`config.mk`:
```
export PLATFORM = sky130hd
export DESIGN_NAME = board_sprite_scanner
export DESIGN_NICKNAME = d
export VERILOG_FILES = /design/src/rtl/chess_pkg.sv /design/src/rtl/board_coord_decode.sv /design/src/rtl/board_sprite_scanner.sv
export SDC_FILE = /design/constraint.sdc
export NUM_CORES = 1
export LEC_CHECK = 0
export CAP_MARGIN = 10
export CORE_MARGIN = 2
export CORE_UTILIZATION = 30
export DETAILED_ROUTE_END_ITERATION = 7
export HOLD_SLACK_MARGIN = 0.12
export REMOVE_ABC_BUFFERS = 1
export SLEW_MARGIN = 10
export SYNTH_ARGS = -nofsm -noshare
export SYNTH_HDL_FRONTEND = slang
export SYNTH_HIERARCHICAL = 1
export SYNTH_SLANG_ARGS = --single-unit
```
`constraint.sdc`:
```
create_clock -name vga_clk -period 10.9 [get_ports vga_clk]
set_input_delay 2.18 -clock vga_clk [delete_from_list [all_inputs] [get_ports vga_clk]]
set_output_delay 2.18 -clock vga_clk [all_outputs]
set_load 0.02 [all_outputs]
```
`src/rtl/chess_pkg.sv`:
```
`default_nettype none
// +----------------------------------------------------------------------------+
// | chess_pkg: piece encoding, board geometry and start position for the      |
// | board sprite scanner.                                                      |
// | Revision: 1.0                                                              |
// +----------------------------------------------------------------------------+
package chess_pkg;

  localparam int SQ_DIM   = 55;
  localparam int BOARD_X0 = 100;
  localparam int BOARD_Y0 = 20;

  // bit3 marks a black piece; 7, 8 and 15 are never stored
  typedef enum logic [3:0] {
    EMPTY    = 4'd0,
    W_PAWN   = 4'd1,
    W_KNIGHT = 4'd2,
    W_BISHOP = 4'd3,
    W_ROOK   = 4'd4,
    W_QUEEN  = 4'd5,
    W_KING   = 4'd6,
    B_PAWN   = 4'd9,
    B_KNIGHT = 4'd10,
    B_BISHOP = 4'd11,
    B_ROOK   = 4'd12,
    B_QUEEN  = 4'd13,
    B_KING   = 4'd14
  } piece_t;

  typedef enum logic [1:0] {
    IDLE  = 2'd0,
    LOAD  = 2'd1,
    WRITE = 2'd2,
    DONE  = 2'd3
  } mv_state_t;

  localparam piece_t c_START_POS [64] = '{
    B_ROOK, B_KNIGHT, B_BISHOP, B_QUEEN, B_KING, B_BISHOP, B_KNIGHT, B_ROOK,
    B_PAWN, B_PAWN,   B_PAWN,   B_PAWN,  B_PAWN, B_PAWN,   B_PAWN,   B_PAWN,
    EMPTY,  EMPTY,    EMPTY,    EMPTY,   EMPTY,  EMPTY,    EMPTY,    EMPTY,
    EMPTY,  EMPTY,    EMPTY,    EMPTY,   EMPTY,  EMPTY,    EMPTY,    EMPTY,
    EMPTY,  EMPTY,    EMPTY,    EMPTY,   EMPTY,  EMPTY,    EMPTY,    EMPTY,
    EMPTY,  EMPTY,    EMPTY,    EMPTY,   EMPTY,  EMPTY,    EMPTY,    EMPTY,
    W_PAWN, W_PAWN,   W_PAWN,   W_PAWN,  W_PAWN, W_PAWN,   W_PAWN,   W_PAWN,
    W_ROOK, W_KNIGHT, W_BISHOP, W_QUEEN, W_KING, W_BISHOP, W_KNIGHT, W_ROOK
  };

  // (row+col) even is a light square
  function automatic logic is_light(input logic [2:0] row, input logic [2:0] col);
    return row[0] == col[0];
  endfunction

endpackage
`default_nettype wire

```
`src/rtl/board_coord_decode.sv`:
```
`default_nettype none
// +----------------------------------------------------------------------------+
// | board_coord_decode: comparator-chain decode of a pixel position into a     |
// | board square and that square's sprite origin.                              |
// | Revision: 1.0                                                              |
// +----------------------------------------------------------------------------+
module board_coord_decode
  import chess_pkg::*;
#(
  parameter int ORIGIN_X = BOARD_X0,
  parameter int ORIGIN_Y = BOARD_Y0,
  parameter int DIM      = SQ_DIM
) (
  input  logic [9:0] i_draw_x,
  input  logic [9:0] i_draw_y,
  output logic       o_inside,
  output logic [2:0] o_row,
  output logic [2:0] o_col,
  output logic [9:0] o_offset_x,
  output logic [9:0] o_offset_y
);

  logic [8:0] w_ge_x;
  logic [8:0] w_ge_y;
  logic [2:0] w_col;
  logic [2:0] w_row;
  logic [9:0] w_org_x;
  logic [9:0] w_org_y;
  logic       w_inside;

  // w_ge_*[k] is set once the pixel has reached square edge k (edge 8 is past the board)
  generate
    for (genvar k = 0; k < 9; k++) begin : g_edge
      assign w_ge_x[k] = i_draw_x >= 10'(ORIGIN_X + k * DIM);
      assign w_ge_y[k] = i_draw_y >= 10'(ORIGIN_Y + k * DIM);
    end
  endgenerate

  always_comb begin
    w_col   = 3'd0;
    w_row   = 3'd0;
    w_org_x = 10'(ORIGIN_X);
    w_org_y = 10'(ORIGIN_Y);
    for (int k = 1; k < 8; k++) begin
      if (w_ge_x[k]) begin
        w_col   = 3'(k);
        w_org_x = 10'(ORIGIN_X + k * DIM);
      end
      if (w_ge_y[k]) begin
        w_row   = 3'(k);
        w_org_y = 10'(ORIGIN_Y + k * DIM);
      end
    end
  end

  assign w_inside   = w_ge_x[0] & ~w_ge_x[8] & w_ge_y[0] & ~w_ge_y[8];
  assign o_inside   = w_inside;
  assign o_row      = w_row;
  assign o_col      = w_col;
  assign o_offset_x = w_inside ? w_org_x : 10'd0;
  assign o_offset_y = w_inside ? w_org_y : 10'd0;

endmodule
`default_nettype wire

```
`src/rtl/board_sprite_scanner.sv`:
```
`default_nettype none
// +----------------------------------------------------------------------------+
// | board_sprite_scanner: holds the 8x8 board, feeds sprite origins and square |
// | attributes to the piece renderers, and applies move commands.              |
// | Revision: 1.0                                                              |
// +----------------------------------------------------------------------------+
module board_sprite_scanner #(
  parameter int BOARD_X0 = chess_pkg::BOARD_X0,
  parameter int BOARD_Y0 = chess_pkg::BOARD_Y0,
  parameter int SQ_DIM   = chess_pkg::SQ_DIM
) (
  input  logic       vga_clk,
  input  logic       Reset,
  input  logic [9:0] DrawX,
  input  logic [9:0] DrawY,
  output logic [9:0] offsetX,
  output logic [9:0] offsetY,
  output logic       on_board,
  output logic [3:0] piece_code,
  output logic       light_sq,
  output logic       cursor_hit,
  input  logic [2:0] cur_row,
  input  logic [2:0] cur_col,
  input  logic       mv_valid,
  output logic       mv_ready,
  input  logic [5:0] mv_src,
  input  logic [5:0] mv_dst,
  output logic       mv_done,
  output logic       mv_err,
  output logic [3:0] mv_captured
);

  import chess_pkg::*;

  logic       w_inside;
  logic [2:0] w_row;
  logic [2:0] w_col;

  piece_t     r_board [64];
  mv_state_t  r_state;
  logic [5:0] r_src;
  logic [5:0] r_dst;
  piece_t     r_tmp;
  piece_t     r_cap;
  logic       r_err;

  board_coord_decode #(
    .ORIGIN_X (BOARD_X0),
    .ORIGIN_Y (BOARD_Y0),
    .DIM      (SQ_DIM)
  ) u_decode (
    .i_draw_x   (DrawX),
    .i_draw_y   (DrawY),
    .o_inside   (w_inside),
    .o_row      (w_row),
    .o_col      (w_col),
    .o_offset_x (offsetX),
    .o_offset_y (offsetY)
  );

  // Registered square attributes line up with the renderers' registered RGB
  always_ff @(posedge vga_clk or posedge Reset) begin
    if (Reset) begin
      on_board   <= 1'b0;
      piece_code <= 4'd0;
      light_sq   <= 1'b0;
      cursor_hit <= 1'b0;
    end else begin
      on_board   <= w_inside;
      piece_code <= w_inside ? r_board[{w_row, w_col}] : 4'd0;
      light_sq   <= w_inside & is_light(w_row, w_col);
      cursor_hit <= w_inside & (w_row == cur_row) & (w_col == cur_col);
    end
  end

  always_ff @(posedge vga_clk or posedge Reset) begin
    if (Reset) begin
      r_state     <= IDLE;
      r_src       <= 6'd0;
      r_dst       <= 6'd0;
      r_tmp       <= EMPTY;
      r_cap       <= EMPTY;
      r_err       <= 1'b0;
      mv_ready    <= 1'b1;
      mv_done     <= 1'b0;
      mv_err      <= 1'b0;
      mv_captured <= 4'd0;
      for (int i = 0; i < 64; i++) begin
        r_board[i] <= c_START_POS[i];
      end
    end else begin
      mv_done     <= 1'b0;
      mv_err      <= 1'b0;
      mv_captured <= 4'd0;
      case (r_state)
        IDLE: begin
          if (mv_valid && mv_ready) begin
            r_src    <= mv_src;
            r_dst    <= mv_dst;
            r_tmp    <= r_board[mv_src];
            mv_ready <= 1'b0;
            r_state  <= LOAD;
          end
        end
        LOAD: begin
          r_err   <= (r_tmp == EMPTY) || (r_src == r_dst);
          r_cap   <= r_board[r_dst];
          r_state <= WRITE;
        end
        WRITE: begin
          if (!r_err) begin
            r_board[r_dst] <= r_tmp;
            r_board[r_src] <= EMPTY;
          end
          mv_done     <= 1'b1;
          mv_err      <= r_err;
          mv_captured <= r_err ? 4'd0 : r_cap;
          r_state     <= DONE;
        end
        DONE: begin
          mv_ready <= 1'b1;
          r_state  <= IDLE;
        end
        default: begin
          mv_ready <= 1'b1;
          r_state  <= IDLE;
        end
      endcase
    end
  end

endmodule
`default_nettype wire
```
==> impl_metrics.yaml <==
sta:
  slew_headroom_pct: 16.6
  setup_slack_ns: 3.88
  finalHoldViolations: 0
  slew_viol_final: 0
  fin_skew_ns: 0.0222
  max_freq_mhz: 142
  period_share_pct: 64.4
  worst_pin_slew_ns: 1.25
  rsz0062_at_grt: "no"
  period_minus_slack_ns: 7.02
  setup_viol: 0
  tns_ns: 0
min_path:
  hold_path_class: "reg2reg"
  min_path_cells: 2
  min-delay-start: "r_board[216]"
  holdPathEnd: "r_board[216]"
yosys:
  synth_top_cell_by_area: "dfrtp_1"
  synth_area_leaders: "dfrtp_1 30%, mux4_2 17%, dfstp_2 7.5%"
  synth_async_sr_flop_share_pct: 100
  syn_inst: 2120
  synth.yosys.warnings: 6
  ys_seq_area_share_pct: 37.1
  yosysUniqueCellTypes: 91
  synth_edf_count: 0
  synth_ff_type: "dfrtp_1"
  synth.avg_cell_area_sq_um: 9.42
  netlist_area_sq_um: 20000
  yosys_register_bits: 293
  netlist.area_leader.share_pct: 29.6
cts:
  holdBufCountCts: 0
  cts_setup_buffers: 0
  h-tree-depth: 2
  root_buffer: "clkbuf_16"
  cts_buffer_depth: 3
  clk_pin_slew_ns: 0.06
  cts_sinks: 293
  cts_buffers: 35
  clk_latency_ns: 0.56
  cts_resized: 0
  cts_tree: "built"
final_layout:
  nFillCells: 6570
  area.growth.synth_to_final_pct: 11.7
  multi_input_area_sq_um: 11600
  seqCellArea_sq_um: 7420
  final_core_util_pct: 33.9
  fin_nets: 2115
  antenna_cells: 0
  drive_gt1_share_pct: 18.3
worst_setup_path:
  cp_max_fo: 18
  cp-end-kind: "primary output"
  crit_path_start_kind: "primary input"
  cp-startpoint: "DrawY[4]"
  rr_worst_depth: 8
  rrSetupSlack_ns: 7.30
  cp.arrival_ns: 4.84
  r2r_start: "r_dst[2]"
  cp.required_ns: 8.72
  path_class: "in2out"
  r2r_end: "r_cap[1]"
floorplanning:
  dieHeight_um: 262
  start_util_pct: 30.3
  die_w_um: 262
  dieArea_sq_um: 68600
  core-area_sq_um: 65900
  pin_count: 75
  rows: 94
power:
  vdd_drop_max_uv: 93.9
  leakagePower_nw: 8.09
  power_density_nw_per_um2: 190
  power_mw: 4.24
global_routing:
  grt_max_degree: 98
  antenna_found_initial: 1
  grt_pass1_wl_um: 121000
  grt_overflow_total: 0
  first_global_vias: 17900
  track_usage_pct: 23.8
place:
  portBuffers: 72
  dp_hpwl_um: 55500
  pre_cts_slack_ns: 3.87
  finalWeightedCongestion: 1.04
detailed_routing:
  wl_um: 82500
  drc: 0
  viasPerCell: 6.39
  first_pass_iters: 6
  vias: 18900
  avgRoutedWirePerCell_um: 27.9
  final_antenna_net_count: 0
  initialDrtViolationCount: 3346
status:
  status: "complete, no violations"
flow_run:
  drv_cap: 0
-- area by class of cell --
| type | instances | area share (%) |
|---|---|---|
| Timing Repair Buffer | 109 | 4.45 |
| Clock buffer | 53 | 4.65 |
| Multi-Input combinational cell | 1616 | 52.0 |
| Sequential cell | 293 | 33.3 |
| Clock inverter | 10 | 0.488 |
| Tap cell | 864 | 4.85 |
| Inverter | 14 | 0.281 |
-- metal layers --
metal	global-route usage (%)	routed length, um	up-vias
met2	35.5	35800	1423
met3	6.25	10400	272
met4	13.4	5140	0
li1	-	-	7789
met1	31.4	31200	9413
met5	0	0	-
-- cells in the final DEF (no fill, tap or decap), types with 11 or more instances in the layout --
cell               n
nand3_1          156
mux2i_1           52
clkdlybuf4s50_1   70
and2_1            11
o21ai_0          151
nor3_1            19
nor2b_1           24
a211oi_1          17
clkbuf_1          11
o22ai_1           15
clkbuf_16         37
mux2_2            31
a221oi_1          28
dfrtp_1          229
buf_4             39
a21oi_1          287
nor2_1           139
a22oi_1           24
dfstp_2           57
mux4_2           154
nand2_1          322
-- report_power, final --
| part | total [mW] | leakage, nW | switching [mW] | internal [mW] |
|---|---|---|---|---|
| Sequential | 1.62 | 3.82 | 0.393 | 1.23 |
| Clock | 1.21 | 0.557 | 0.503 | 0.705 |
| Combinational | 1.40 | 3.70 | 0.927 | 0.477 |
| Total | 4.24 | 8.09 | 1.82 | 2.41 |
-- worst max path at each step --
stage / cells past startpoint / endpoint
5_1_grt: 6 / offsetY[3]
6_report: 6 / offsetY[3]
3_3_place_gp: 12 / piece_code[2]
2_1_floorplan: 1 / cursor_hit
4_1_cts: 6 / offsetY[3]
3_5_place_dp: 11 / piece_code[2]
-- sequential cells by signal (all words and copies together), names as in the netlist --
| register | flops |
|---|---|
| r_board | 256 |
| r_dst | 6 |
| r_src | 6 |
| mv_captured | 4 |
| piece_code | 4 |
| r_cap | 4 |
| r_tmp | 4 |
| r_state | 2 |
| cursor_hit | 1 |
| light_sq | 1 |
| mv_done | 1 |
| mv_err | 1 |
| mv_ready | 1 |
| on_board | 1 |
| r_err | 1 |
-- synth_stat cells (all sizes together) (9+ instances only) --
cell	instances
and2	11
clkbuf	96
nor2	141
a221oi	28
nand3	156
a211oi	18
nand2	322
o22ai	16
nand4	10
nand2b	9
nor3	22
dfstp	57
mux4	154
a2111oi	9
buf	102
nor2b	27
mux2i	52
mux2	35
dfrtp	236
a21oi	288
inv	13
o21ai	163
a22oi	24
-- logic make-up after synthesis --
logic type                 synth area share [%]
and+or+nand+nor                            16.9
muxes                                      21.9
adders and majority gates                 0.313
other                                    0.0188
xor gates and xnor gates                  0.570
AOI/OAI and AO/OA                          18.0
buffers and inverters                      5.21
DFF                                        37.1
-- critical path, stage by stage --
cell and delay [ns]:
clkdlybuf4s50_1 0.64, a211o_1 0.37, a41oi_1 0.30, nand4_4 0.34
a2111oi_2 0.36, clkdlybuf4s50_1 0.66
-- metrics by stage --
stage / instances / cell area [sq um] / hold WS, ns
detailed placement: 2896 / 21200 / 0.485
finish: 2959 / 22300 / 0.496
floorplan: 1923 / 19000 / 0.454
global route: 2959 / 22300 / 0.500
global placement: 2896 / 21200 / 0.476
CTS: 2959 / 22300 / 0.493
Power figures use the tool's default switching activity.
